===== src/rtl/eth_pkg.sv =====
`default_nettype none
// ============================================================================
// Module   : eth_pkg
// Purpose  : Shared Ethernet receive/transmit constants, state encoding and
//            the reflected CRC-32 byte-step function.
// Revision : 1.0
// ============================================================================
package eth_pkg;

    localparam logic [2:0] ERR_OK     = 3'd0;
    localparam logic [2:0] ERR_PHY    = 3'd1;
    localparam logic [2:0] ERR_FILTER = 3'd2;
    localparam logic [2:0] ERR_RUNT   = 3'd3;
    localparam logic [2:0] ERR_LONG   = 3'd4;
    localparam logic [2:0] ERR_CRC    = 3'd5;

    localparam logic [7:0] PREAMBLE_BYTE = 8'h55;
    localparam logic [7:0] SFD_BYTE      = 8'hD5;

    localparam logic [31:0] CRC_INIT           = 32'hFFFFFFFF;
    localparam logic [31:0] CRC_POLY_REFLECTED = 32'hEDB88320;
    // Residue in MSB-first notation; the reflected register holds its bit-reverse.
    localparam logic [31:0] CRC_RESIDUE        = 32'hC704DD7B;

    localparam int HDR_BYTES     = 18;
    localparam int APP_HDR_BYTES = 4;
    localparam int FCS_BYTES     = 4;
    localparam int PRE_MAX       = 7;

    typedef enum logic [2:0] {
        ST_IDLE = 3'd0,
        ST_PRE  = 3'd1,
        ST_HDR  = 3'd2,
        ST_PAY  = 3'd3,
        ST_FCS  = 3'd4,
        ST_TAIL = 3'd5,
        ST_DROP = 3'd6
    } rx_state_e;

    function automatic logic [31:0] crc32_next(input logic [31:0] crc, input logic [7:0] d);
        logic [31:0] c;
        c = crc ^ {24'h000000, d};
        for (int i = 0; i < 8; i++) begin
            c = c[0] ? ((c >> 1) ^ CRC_POLY_REFLECTED) : (c >> 1);
        end
        return c;
    endfunction

    function automatic logic [31:0] bitrev32(input logic [31:0] x);
        logic [31:0] r;
        for (int i = 0; i < 32; i++) begin
            r[i] = x[31-i];
        end
        return r;
    endfunction

endpackage

`default_nettype wire


===== src/rtl/crc32_byte.sv =====
`default_nettype none
// ============================================================================
// Module   : crc32_byte
// Purpose  : Combinational IEEE 802.3 reflected CRC-32 update for one byte.
// Revision : 1.0
// ============================================================================
module crc32_byte (
    input  logic [31:0] crc_i,
    input  logic [7:0]  data_i,
    output logic [31:0] crc_o
);
    import eth_pkg::*;

    assign crc_o = crc32_next(crc_i, data_i);

endmodule

`default_nettype wire


===== src/rtl/rx_frame_parser.sv =====
`default_nettype none
// ============================================================================
// Module   : rx_frame_parser
// Purpose  : Receive frame parser: preamble/SFD delineation, dst-MAC and
//            EtherType filter, app-header extraction, indexed payload stream
//            and per-frame FCS verdict.
// Revision : 1.0
// ============================================================================
module rx_frame_parser #(
    parameter logic [47:0] MY_MAC        = 48'h000A35000102,
    parameter logic [15:0] ETHERTYPE     = 16'h88B5,
    parameter int          PAYLOAD_BYTES = 1024
) (
    input  logic        clk125MHz,
    input  logic        rstb,
    input  logic [7:0]  data,
    input  logic        data_valid,
    input  logic        data_enable,
    input  logic        data_error,
    output logic        hdr_valid,
    output logic [15:0] segment_num,
    output logic [7:0]  txid,
    output logic [7:0]  aux,
    output logic [7:0]  pay_data,
    output logic        pay_valid,
    output logic [11:0] pay_index,
    output logic        frame_done,
    output logic        frame_ok,
    output logic [2:0]  err_code
);
    import eth_pkg::*;

    localparam logic [4:0]  HDR_LAST = 5'(HDR_BYTES - 1);
    localparam logic [11:0] PAY_LAST = 12'(PAYLOAD_BYTES - 1);
    localparam logic [1:0]  FCS_LAST = 2'(FCS_BYTES - 1);
    localparam logic [2:0]  PRE_LAST = 3'(PRE_MAX);

    rx_state_e   state_q;
    logic        en_q;
    logic        sfd_q;
    logic        phy_q;
    logic        filt_q;
    logic        long_q;
    logic [2:0]  pre_cnt_q;
    logic [4:0]  hcnt_q;
    logic [11:0] pcnt_q;
    logic [1:0]  fcnt_q;
    logic [31:0] crc_q;
    logic [39:0] hdr_sr_q;

    logic        hdr_valid_q;
    logic [15:0] segment_num_q;
    logic [7:0]  txid_q;
    logic [7:0]  aux_q;
    logic [7:0]  pay_data_q;
    logic        pay_valid_q;
    logic [11:0] pay_index_q;
    logic        frame_done_q;
    logic        frame_ok_q;
    logic [2:0]  err_code_q;

    logic        acc;
    logic        eof;
    logic [31:0] crc_d;
    logic [47:0] dst_word;
    logic        dst_ok;
    logic        type_ok;
    logic        crc_good;
    logic [2:0]  err_d;

    assign acc      = data_enable & data_valid;
    assign eof      = en_q & ~data_enable;
    assign dst_word = {hdr_sr_q, data};
    assign dst_ok   = (dst_word == MY_MAC) || (dst_word == 48'hFFFFFFFFFFFF);
    assign type_ok  = ({hdr_sr_q[7:0], data} == ETHERTYPE);
    assign crc_good = (bitrev32(crc_q) == CRC_RESIDUE);

    crc32_byte u_crc (
        .crc_i  (crc_q),
        .data_i (data),
        .crc_o  (crc_d)
    );

    // Priority of the end-of-frame verdict: PHY > FILTER > RUNT > LONG > CRC.
    always_comb begin
        err_d = ERR_OK;
        if (phy_q) begin
            err_d = ERR_PHY;
        end else if (filt_q) begin
            err_d = ERR_FILTER;
        end else if (state_q != ST_TAIL) begin
            err_d = ERR_RUNT;
        end else if (long_q) begin
            err_d = ERR_LONG;
        end else if (!crc_good) begin
            err_d = ERR_CRC;
        end
    end

    always_ff @(posedge clk125MHz or negedge rstb) begin
        if (!rstb) begin
            state_q       <= ST_IDLE;
            en_q          <= 1'b0;
            sfd_q         <= 1'b0;
            phy_q         <= 1'b0;
            filt_q        <= 1'b0;
            long_q        <= 1'b0;
            pre_cnt_q     <= 3'd0;
            hcnt_q        <= 5'd0;
            pcnt_q        <= 12'd0;
            fcnt_q        <= 2'd0;
            crc_q         <= CRC_INIT;
            hdr_sr_q      <= 40'd0;
            hdr_valid_q   <= 1'b0;
            segment_num_q <= 16'd0;
            txid_q        <= 8'd0;
            aux_q         <= 8'd0;
            pay_data_q    <= 8'd0;
            pay_valid_q   <= 1'b0;
            pay_index_q   <= 12'd0;
            frame_done_q  <= 1'b0;
            frame_ok_q    <= 1'b0;
            err_code_q    <= ERR_OK;
        end else begin
            en_q         <= data_enable;
            hdr_valid_q  <= 1'b0;
            pay_valid_q  <= 1'b0;
            frame_done_q <= 1'b0;

            if (eof) begin
                // Only frames that reached SFD report a verdict.
                if (sfd_q) begin
                    frame_done_q <= 1'b1;
                    err_code_q   <= err_d;
                    frame_ok_q   <= (err_d == ERR_OK);
                end
                state_q   <= ST_IDLE;
                sfd_q     <= 1'b0;
                phy_q     <= 1'b0;
                filt_q    <= 1'b0;
                long_q    <= 1'b0;
                pre_cnt_q <= 3'd0;
                hcnt_q    <= 5'd0;
                pcnt_q    <= 12'd0;
                fcnt_q    <= 2'd0;
            end else if (data_enable && data_error && (state_q != ST_IDLE)) begin
                phy_q   <= 1'b1;
                state_q <= ST_DROP;
            end else if (acc) begin
                case (state_q)
                    ST_IDLE: begin
                        if (data == PREAMBLE_BYTE) begin
                            state_q   <= ST_PRE;
                            pre_cnt_q <= 3'd1;
                        end
                    end
                    ST_PRE: begin
                        if (data == SFD_BYTE) begin
                            state_q <= ST_HDR;
                            sfd_q   <= 1'b1;
                            crc_q   <= CRC_INIT;
                            hcnt_q  <= 5'd0;
                        end else if ((data == PREAMBLE_BYTE) && (pre_cnt_q != PRE_LAST)) begin
                            pre_cnt_q <= pre_cnt_q + 3'd1;
                        end else begin
                            state_q <= ST_DROP;
                        end
                    end
                    ST_HDR: begin
                        crc_q    <= crc_d;
                        hdr_sr_q <= {hdr_sr_q[31:0], data};
                        hcnt_q   <= hcnt_q + 5'd1;
                        if (((hcnt_q == 5'd5) && !dst_ok) || ((hcnt_q == 5'd13) && !type_ok)) begin
                            filt_q  <= 1'b1;
                            state_q <= ST_DROP;
                        end else if (hcnt_q == HDR_LAST) begin
                            // Shift register holds app bytes 0..2; byte 3 is on the bus.
                            hdr_valid_q   <= 1'b1;
                            segment_num_q <= hdr_sr_q[23:8];
                            txid_q        <= hdr_sr_q[7:0];
                            aux_q         <= data;
                            pcnt_q        <= 12'd0;
                            state_q       <= ST_PAY;
                        end
                    end
                    ST_PAY: begin
                        crc_q       <= crc_d;
                        pay_data_q  <= data;
                        pay_valid_q <= 1'b1;
                        pay_index_q <= pcnt_q;
                        pcnt_q      <= pcnt_q + 12'd1;
                        if (pcnt_q == PAY_LAST) begin
                            fcnt_q  <= 2'd0;
                            state_q <= ST_FCS;
                        end
                    end
                    ST_FCS: begin
                        crc_q  <= crc_d;
                        fcnt_q <= fcnt_q + 2'd1;
                        if (fcnt_q == FCS_LAST) begin
                            state_q <= ST_TAIL;
                        end
                    end
                    ST_TAIL: begin
                        long_q <= 1'b1;
                    end
                    ST_DROP: begin
                        state_q <= ST_DROP;
                    end
                    default: begin
                        state_q <= ST_IDLE;
                    end
                endcase
            end
        end
    end

    assign hdr_valid   = hdr_valid_q;
    assign segment_num = segment_num_q;
    assign txid        = txid_q;
    assign aux         = aux_q;
    assign pay_data    = pay_data_q;
    assign pay_valid   = pay_valid_q;
    assign pay_index   = pay_index_q;
    assign frame_done  = frame_done_q;
    assign frame_ok    = frame_ok_q;
    assign err_code    = err_code_q;

endmodule

`default_nettype wire


===== config.mk =====
export PLATFORM = sky130hd
export DESIGN_NAME = rx_frame_parser
export DESIGN_NICKNAME = d
export VERILOG_FILES = /design/src/rtl/eth_pkg.sv /design/src/rtl/crc32_byte.sv /design/src/rtl/rx_frame_parser.sv
export SDC_FILE = /design/constraint.sdc
export NUM_CORES = 1
export LEC_CHECK = 0
export ABC_AREA = 1
export CELL_PAD_IN_SITES_DETAIL_PLACEMENT = 1
export CELL_PAD_IN_SITES_GLOBAL_PLACEMENT = 1
export CORE_MARGIN = 2
export CORE_UTILIZATION = 44
export CTS_CLUSTER_DIAMETER = 50
export DETAILED_ROUTE_END_ITERATION = 10
export GPL_ROUTABILITY_DRIVEN = 0
export PLACE_DENSITY = 0.83
export SKIP_LAST_GASP = 1
export SLEW_MARGIN = 20
export SYNTH_ARGS = -nofsm -noshare
export SYNTH_HDL_FRONTEND = slang
export SYNTH_HIERARCHICAL = 1
export SYNTH_SLANG_ARGS = --single-unit

===== constraint.sdc =====
create_clock -name clk125MHz -period 2.4 [get_ports clk125MHz]
set_input_delay 0.36 -clock clk125MHz [delete_from_list [all_inputs] [get_ports clk125MHz]]
set_output_delay 0.36 -clock clk125MHz [all_outputs]
set_load 0.01 [all_outputs]

==> results.json <==
{
  "grt-ovfl-total": 0,
  "maxUsedRoutingLayer": "met4",
  "dpl.hpwl_mm": 17.56,
  "drive_gt1_share_pct": 15.49,
  "start_util_pct": 44.88,
  "drcViolationCount": 0,
  "required_ps": 2720,
  "worstPathArrival_ps": 2490,
  "p_int_mw": 7.532,
  "yosysSeqAreaShare_pct": 46.58,
  "r2r_end": "pcnt_q[11]",
  "syn-cell-area_mm2": 0.008735,
  "worst_setup_path_end_kind": "flip-flop",
  "synth_flop_cell": "dfrtp_1",
  "powerDensity_mw_per_mm2": 1231,
  "pwr-share-comb_pct": 42.6,
  "critPathLaunchType": "flip-flop",
  "period_needed_ps": 2169,
  "io_buffers": 71,
  "cts_hold_buffers": 1,
  "insertedDiodeCount": 0,
  "wirelength_mm": 24.72,
  "route.met3.wl_um": 850,
  "h-tree-depth": 4,
  "worstSkewPairLatency_ps": 430,
  "synth_nets": 1097,
  "cts_resized": 0,
  "grt_max_degree": 65,
  "leakagePower_nw": 4.993,
  "tightestPinTransition_ps": 720.2,
  "layout_commonest_cell": "nand2_1",
  "path_class": "reg2reg",
  "period_share_pct": 90.35,
  "cts_setup_buffers": 0,
  "r2r-start": "hcnt_q[1]",
  "rrSetupSlack_ps": 230,
  "path_max_fanout": 8,
  "die_y_um": 144.9,
  "final.setup_skew_ps": 8.738,
  "power_switching_mw": 5.469,
  "hold_slack_ps": 429.4,
  "relSlewSlack_pct": 51.38,
  "fin_setup_tns_ps": 0,
  "drt-met1-wl_mm": 10.48,
  "nNetsFinal": 1194,
  "synth_cells": 1078,
  "numCtsBuffers": 17,
  "seq_power_share_pct": 35.1,
  "ys_warn_count": 6,
  "cts_sinks": 161,
  "outcome": "finished, final reports clean",
  "fmax_mhz": 461.1,
  "rr_worst_depth": 11,
  "maxSlewViolCount": 0,
  "met2WireLength_mm": 12.84,
  "instances_no_fill": 1453,
  "syn_area_per_cell_um2": 8.103,
  "setup_violations": 0,
  "die_w_um": 144.9,
  "grt_setup_unrepaired": "false",
  "grt_pass1_wl_mm": 40.96,
  "grt_use_total_pct": 24.99,
  "first_pass_iters": 6,
  "sw_frac_of_total_pct": 42.07,
  "hold_violations": 0,
  "core_mm2": 0.01946,
  "vias": 7515,
  "clkSlewWorstSetupHoldPaths_ps": 70,
  "cts-root-buf": "clkbuf_16",
  "cts_tree": "done",
  "area.growth.synth_to_final_pct": 20.89,
  "rows": 51,
  "ioPinCount": 72,
  "final_cell_mix": "301 x nand2_1, 129 x dfrtp_1, 125 x o21ai_0",
  "ctsLongestPathBuffers": 2,
  "ys_async_sr_fraction_pct": 100.0,
  "drt_iter0_drc": 340,
  "ys_types": 50,
  "drv_cap": 0,
  "antenna_found_initial": 0,
  "min_path_type": "in2async",
  "grt_pass1_vias": 8143,
  "ys_ff_latch": 161,
  "clockPowerShare_pct": 22.3,
  "vias_per_cell": 5.172,
  "antenna_left": 0,
  "synth-edff-count": 0,
  "wl_per_cell_um": 17.01,
  "dp.cells": 1420,
  "max-vdd-ir-drop_uv": 670.2,
  "dieArea_mm2": 0.02099
}
==> metrics by stage <==
step,util (%),total power [mW],instance area (um2),setup slack (ps)
2_1_floorplan,-,8.197,8735,631.1
6_report,54.25,13.00,10560,231.5
3_5_place_dp,51.02,10.05,9930,-13.97
3_3_place_gp,51.02,9.747,9930,101.1
5_1_grt,54.25,13.95,10560,1.843
4_1_cts,54.25,13.11,10560,209.8
==> sequential cells by signal, summed over array words and instances (netlist names), 8 cells and up <==
signal       cells
pay_index       12
pcnt_q          12
pay_data         8
aux              8
crc_q           32
txid             8
hdr_sr_q        40
segment_num     16
==> critical path, cell delays in order, from the launching register on <==
cell and delay [ps]:
dfrtp_1 410, inv_1 110, ha_1 230, nand2_1 70
nor3_1 130, inv_1 130, o21ai_2 200, a21oi_4 110
buf_4 160, nor2_2 310, a21oi_1 80, o21a_1 130
==> cell families after synthesis <==
| kind of cell | after synthesis | synth area share (%) |
|---|---|---|
| fa+ha+maj | 6 | 0.8595 |
| simple gates | 497 | 26.36 |
| flops | 161 | 46.58 |
| xor+xnor | 52 | 6.145 |
| buf+inv | 170 | 8.294 |
| compound gates | 192 | 11.76 |
==> Yosys cell counts (6+ instances only) <==
library cell | instances | share of area [%]
nand3_1 | 44 | 2.5
ha_1 | 6 | 0.86
xor2_1 | 36 | 3.6
nor3_1 | 15 | 0.86
nand2_1 | 301 | 13
nand2_4 | 17 | 2.2
clkbuf_1 | 10 | 0.43
nand2_2 | 24 | 1.7
o21ai_0 | 125 | 7.2
o21ai_1 | 41 | 2.3
dfstp_2 | 32 | 9.6
inv_1 | 122 | 5.2
buf_6 | 8 | 1.0
nor2_1 | 65 | 2.8
xnor2_1 | 9 | 0.90
dfrtp_1 | 129 | 37
nand4_1 | 12 | 0.86
inv_2 | 16 | 0.69
a21oi_1 | 12 | 0.69
==> worst max path at each step <==
| stage | start | endpoint | slack [ps] | depth (start not counted) |
|---|---|---|---|---|
| 2_1_floorplan | state_q[2] | crc_q[10] | 630 | 9 |
| 3_3_place_gp | data[3] | crc_q[20] | 100 | 12 |
| 3_5_place_dp | data[6] | state_q[2] | -10 | 15 |
| 4_1_cts | state_q[2] | hcnt_q[2] | 210 | 12 |
| 5_1_grt | state_q[2] | hcnt_q[2] | 2 | 12 |
| 6_report | hcnt_q[1] | pcnt_q[11] | 230 | 11 |
==> routing by layer <==
layer | GRT usage (%) | up-vias
met3 | 4.640 | 41
met4 | 7.971 | 0
met1 | 29.69 | 3734
li1 | - | 3611
met2 | 45.58 | 129
met5 | 0 | -
==> final cells by class <==
| type | count | area (um2) |
|---|---|---|
| timing repair buffer | 106 | 1052 |
| clock inverter | 14 | 190.2 |
| fill | 2381 | 8904 |
| multi-input combinational | 747 | 3941 |
| tap | 265 | 331.6 |
| inverter | 142 | 545.5 |
| sequential | 161 | 4069 |
| clock buffer | 18 | 429.2 |
==> power by group through the flow <==
stage | Combinational [mW] | Sequential (mW) | Clock, mW
after floorplan | 3.79 | 4.41 | 0
after global placement | 5.23 | 4.52 | 0
after detailed placement | 5.47 | 4.57 | 0
after CTS | 5.59 | 4.56 | 2.95
after global routing | 6.21 | 4.68 | 3.06
final | 5.54 | 4.56 | 2.91
Power figures use the tool's default switching activity.
